`src/rtl/cycle_sequencer.sv`:
```
// cycle_sequencer: one-hot T-state / M-cycle timing generator with wait stretch and HALT parking
module cycle_sequencer (
  input  logic       i_Clk,
  input  logic       i_Rst_N,
  input  logic       i_Enable,
  input  logic       i_IR_Fetch,
  input  logic       i_Halt,
  input  logic       i_Wake,
  input  logic       i_Bus_Wait,
  output logic [3:0] o_Cycle_Step,
  output logic [7:0] o_Cycle_Count,
  output logic       o_Instr_Done,
  output logic       o_Halted,
  output logic       o_Seq_Error
);
  typedef enum logic {RUN, HALT} state_t;
  state_t     state_q;
  logic [3:0] step_q;
  logic [7:0] count_q;
  logic       done_q, halted_q, err_q;
  // sequencer: T-state rotation, M-cycle stepping at T4, HALT entry/exit; done is a single-cycle pulse
  always_ff @(posedge i_Clk or negedge i_Rst_N)
    if (!i_Rst_N) begin
      state_q  <= RUN;
      step_q   <= 4'b0001;
      count_q  <= 8'b00000001;
      done_q   <= 1'b0;
      halted_q <= 1'b0;
      err_q    <= 1'b0;
    end else if (!i_Enable) begin
      done_q <= 1'b0;
    end else begin
      done_q <= 1'b0;
      if (state_q == HALT) begin
        if (i_Wake) begin
          state_q  <= RUN;
          step_q   <= 4'b0001;
          count_q  <= 8'b00000001;
          done_q   <= 1'b1;
          halted_q <= 1'b0;
        end
      end else if (step_q[3]) begin
        if (i_Halt) begin
          state_q  <= HALT;
          step_q   <= 4'b0000;
          count_q  <= 8'b00000000;
          halted_q <= 1'b1;
        end else if (i_IR_Fetch) begin
          step_q  <= 4'b0001;
          count_q <= 8'b00000001;
          done_q  <= 1'b1;
        end else if (count_q[7]) begin
          err_q   <= 1'b1;
          step_q  <= 4'b0001;
          count_q <= 8'b00000001;
        end else begin
          step_q  <= 4'b0001;
          count_q <= count_q << 1;
        end
      end else if (!(step_q[1] && i_Bus_Wait)) begin
        step_q <= step_q << 1;
      end
    end
  assign o_Cycle_Step  = step_q;
  assign o_Cycle_Count = count_q;
  assign o_Instr_Done  = done_q;
  assign o_Halted      = halted_q;
  assign o_Seq_Error   = err_q;
endmodule
```
`config.mk`:
```
export PLATFORM = sky130hd
export DESIGN_NAME = cycle_sequencer
export DESIGN_NICKNAME = d
export VERILOG_FILES = /design/src/rtl/cycle_sequencer.sv
export SDC_FILE = /design/constraint.sdc
export NUM_CORES = 1
export LEC_CHECK = 0
export CORE_MARGIN = 2
export CORE_UTILIZATION = 45
export DETAILED_ROUTE_END_ITERATION = 8
export GPL_TIMING_DRIVEN = 1
export PLACE_DENSITY_LB_ADDON = 0.1
export RECOVER_POWER = 25
export SYNTH_ARGS = -nofsm -noshare
export SYNTH_HDL_FRONTEND = slang
export SYNTH_SLANG_ARGS = --single-unit
```
`constraint.sdc`:
```
create_clock -name i_Clk -period 2.2 [get_ports i_Clk]
set_clock_uncertainty 0.2 [all_clocks]
set_input_delay 0.33 -clock i_Clk [delete_from_list [all_inputs] [get_ports i_Clk]]
set_output_delay 0.33 -clock i_Clk [all_outputs]
set_load 0.01 [all_outputs]
```
==> impl_summary.txt <==
----------------------------------------------------
[Worst setup path]
  Kind of start point of the critical path ... flip-flop
  Start-to-end type of the worst setup path ... flip-flop to output pin
  Start of the worst register-to-register path ... state_q
  Critical-path cell with the highest stage delay ... dfstp_2
  Crit path arrival time ... 1.38 ns
  Buffers and inverters on the worst path ... 1
  Longest individual stage delay on the worst path ... roughly 0.55 ns
  Element type at the critical path end ... output pin
  Worst r2r path cells ... 3
  Required time of the critical path ... 1.67 ns
  Terminus of the critical flop-to-flop path ... o_Cycle_Count[0]
  Worst reg-to-reg setup slack ... 0.34 ns
  Largest delay contributor family on the critical path ... flip-flops
  Cell chain of the critical path ... clkdlybuf4s50_1
  Highest net fanout along the worst path ... 3
  Timing startpoint of the critical path ... o_Cycle_Step[0]

[Final layout]
  Count of nets after finishing ... 95
  Fill cells ... 122
  Number of non-filler instances in the completed layout ... around 100
  Final core utilization ... 0.651
  Share of final-layout standard cells stronger than drive strength 1 ... 0.209
  Ant. Diodes ... 0
  Most used cells in the layout excluding fill and tap cells ... clkdlybuf4s50_1 (20), dfrtp_1 (14), nand4_1 (7), a21bo_2 (7), nor2_1 (5)
  Post-route cell area ... approximately 1000 µm²
  Sequential standard cell area ... 403 µm²
  Area used by multi-input combinational logic ... ~330 µm²
  Area added between synthesis and finish ... 32.1%
  Commonest non-fill, non-tap cell in the layout ... clkdlybuf4s50_1

[Place]
  Placed instance area ... 985 µm²
  Quantity of I/O buffers inserted on ports ... 21
  Final HPWL DP ... 1.17 mm
  Placed Instances ... 99
  Pre-CTS setup slack ... 0.262 ns
  Gp weighted congestion ... 0.791

[Power and ir drop]
  Part of the total power dissipated in sequential elements ... 0.460
  Clock power share ... 0.147
  Fraction of power spent switching nets ... 0.351
  Total power per unit cell area ... between 1000 and 1500 nW/µm²
  Comb pwr share ... 0.393
  Leakage dissipation ... 0.447 nW
  Internal cell power ... 0.675 mW
  Worst ir drop on vdd ... 0.520 mV
  Net Sw Power ... 0.365 mW

[CTS]
  CTS Root Cell ... clkbuf_4
  CTS sink count ... 16
  Number of buffers inserted by post-CTS setup repair ... 0
  Clock latency on the worst-skew pair ... 0.29 ns
  Number of CTS-inserted buffers ... 3
  Number of gates given a new drive strength after cts ... 0
  CTS H-Tree Depth ... 1
  Max Root-Sink Buffers ... 2
  CTS tree ... yes
  Clock transition at path regs ... 0.09 ns
  Hold buffer count at cts ... 0

[STA]
  Final hold violation count ... 0
  Number of setup violations in the final report ... 0
  Slew Limit Headroom ... 0.441
  Number of max-slew violations in the final report ... 0
  Clock period minus final worst setup slack ... 1.91 ns
  Worst Slack Setup Final ... 0.294 ns
  Unrepaired setup endpoints after global routing ... false
  Setup TNS ... 0 ns
  Tightest Pin Transition ... approximately 0.84 ns
  Final clock period utilization by the worst path ... 0.866
  Fmax achieved ... 525 MHz

[Global route]
  Antenna violations before repair ... 0
  Via count of the first global-routing pass ... 588
  Leftover overflow at the end of global routing ... 0
  All-Layer GR Usage ... 0.188
  First-pass GRT wire length ... 2.62 mm
  Pin count of the biggest net entering global routing ... 17

[Logic synthesis]
  Post-Synthesis Cells ... 63
  Yosys reg bits ... 16
  Fraction of registers with async set/reset ... 1.00
  Proportion of synthesized chip area in sequential cells ... 0.530
  Post-synthesis instance area ... 759 µm²
  Average footprint of a synthesized cell ... 12.1 µm²
  YS warnings ... 0
  Syn Nets ... 70
  Number of flops mapped to enable cells by yosys ... 0
  Library cells used by synthesis ... 29
  Most used DFF post-synth ... dfrtp_1

[Floorplan]
  Num rows ... 14
  Core box area ... 1540 µm²
  Number of top-level design ports ... 22
  Initial Utilization ... 0.493
  Width of the chip ... between 40 and 50 µm
  Vert. Die Dim ... 45.1 µm
  DIE AREA ... 2030 µm²

[Status]
  Outcome ... finished, final reports clean

[Worst hold path]
  Type of the most critical hold path ... flip-flop to flip-flop
  Worst hold path startpoint ... o_Seq_Error
  Hold-critical path depth ... 1
  Sink of the worst hold path ... o_Seq_Error

[Flow run]
  Number of max-cap violations ... 0

[Drt]
  Total via count in the routed design ... 614
  Total wire length ... 1.65 mm
  Antenna Violating Nets Remaining ... 0
  Average detailed-routed wire length per instance ... 16.2 µm
  DRC viols ... 0
  First drt pass iteration count ... 4
  Detailed Route Iter0 Violations ... 8
  Via count normalized by instance count ... 6.02

----------------------------------------------------
layout make-up:
class,instances,area share
Clock buffer,3,0.0224
Timing Repair Buffer,23,0.221
Sequential cell,16,0.401
Tap cell,16,0.0200
Inverter,1,0.00374
Multi-Input combinational cell,43,0.332
registers in the layout, summed over array words and instances (netlist names):
signal / flops
o_Instr_Done: 1
state_q: 1
o_Seq_Error: 1
o_Cycle_Count: 8
o_Cycle_Step: 4
o_Halted: 1
metal layers:
metal | part of all wire | global-route usage | up-vias
met3 | 0.056 | 0.0720 | 6
met5 | 0 | 0 | -
met4 | 0.025 | 0.106 | 0
met1 | 0.48 | 0.239 | 296
li1 | - | - | 290
met2 | 0.44 | 0.274 | 22
through the flow:
step | hold WS (ns) | total power [mW]
after global routing | 0.316 | 1.10
after CTS | 0.148 | 1.04
after detailed placement | 0.265 | 0.890
final | 0.288 | 1.04
after global placement | 0.250 | 0.877
after floorplan | -0.166 | 0.704
cells in the mapped netlist (2+ instances only):
cell / instances / share of area
dfrtp_1: 14 / 0.46
a21bo_2: 7 / 0.092
nand4_1: 7 / 0.058
nor2_1: 5 / 0.025
a31oi_1: 3 / 0.025
dfstp_2: 2 / 0.069
mux2_2: 2 / 0.030
nand2_1: 2 / 0.0099
power by group through the flow:
stage                     logic, mW  clock network, mW  registers (mW)
after floorplan               0.227                  0           0.478
after global placement        0.402                  0           0.475
after detailed placement      0.408                  0           0.481
after CTS                     0.411              0.158           0.475
after global routing          0.442              0.170           0.490
final                         0.409              0.153           0.478
how the worst max path moves through the flow:
stage                                  end  slack (ns)  cells past startpoint
final                      o_Cycle_Step[0]        0.29                      1
after global routing       o_Cycle_Step[3]        0.23                      1
after CTS                  o_Cycle_Step[3]        0.27                      1
after detailed placement  o_Cycle_Count[0]        0.26                      4
after global placement    o_Cycle_Count[0]        0.28                      4
after floorplan            o_Cycle_Step[2]        0.61                      4
cell families after synthesis:
kind of cell / after synthesis / share of synthesized area
buffers and inverters: 4 / 0.0313
AOI/OAI and AO/OA: 19 / 0.217
and+or+nand+nor: 21 / 0.171
muxes: 3 / 0.0494
DFF: 16 / 0.530
No activity file was read; power rests on OpenSTA's default activity.
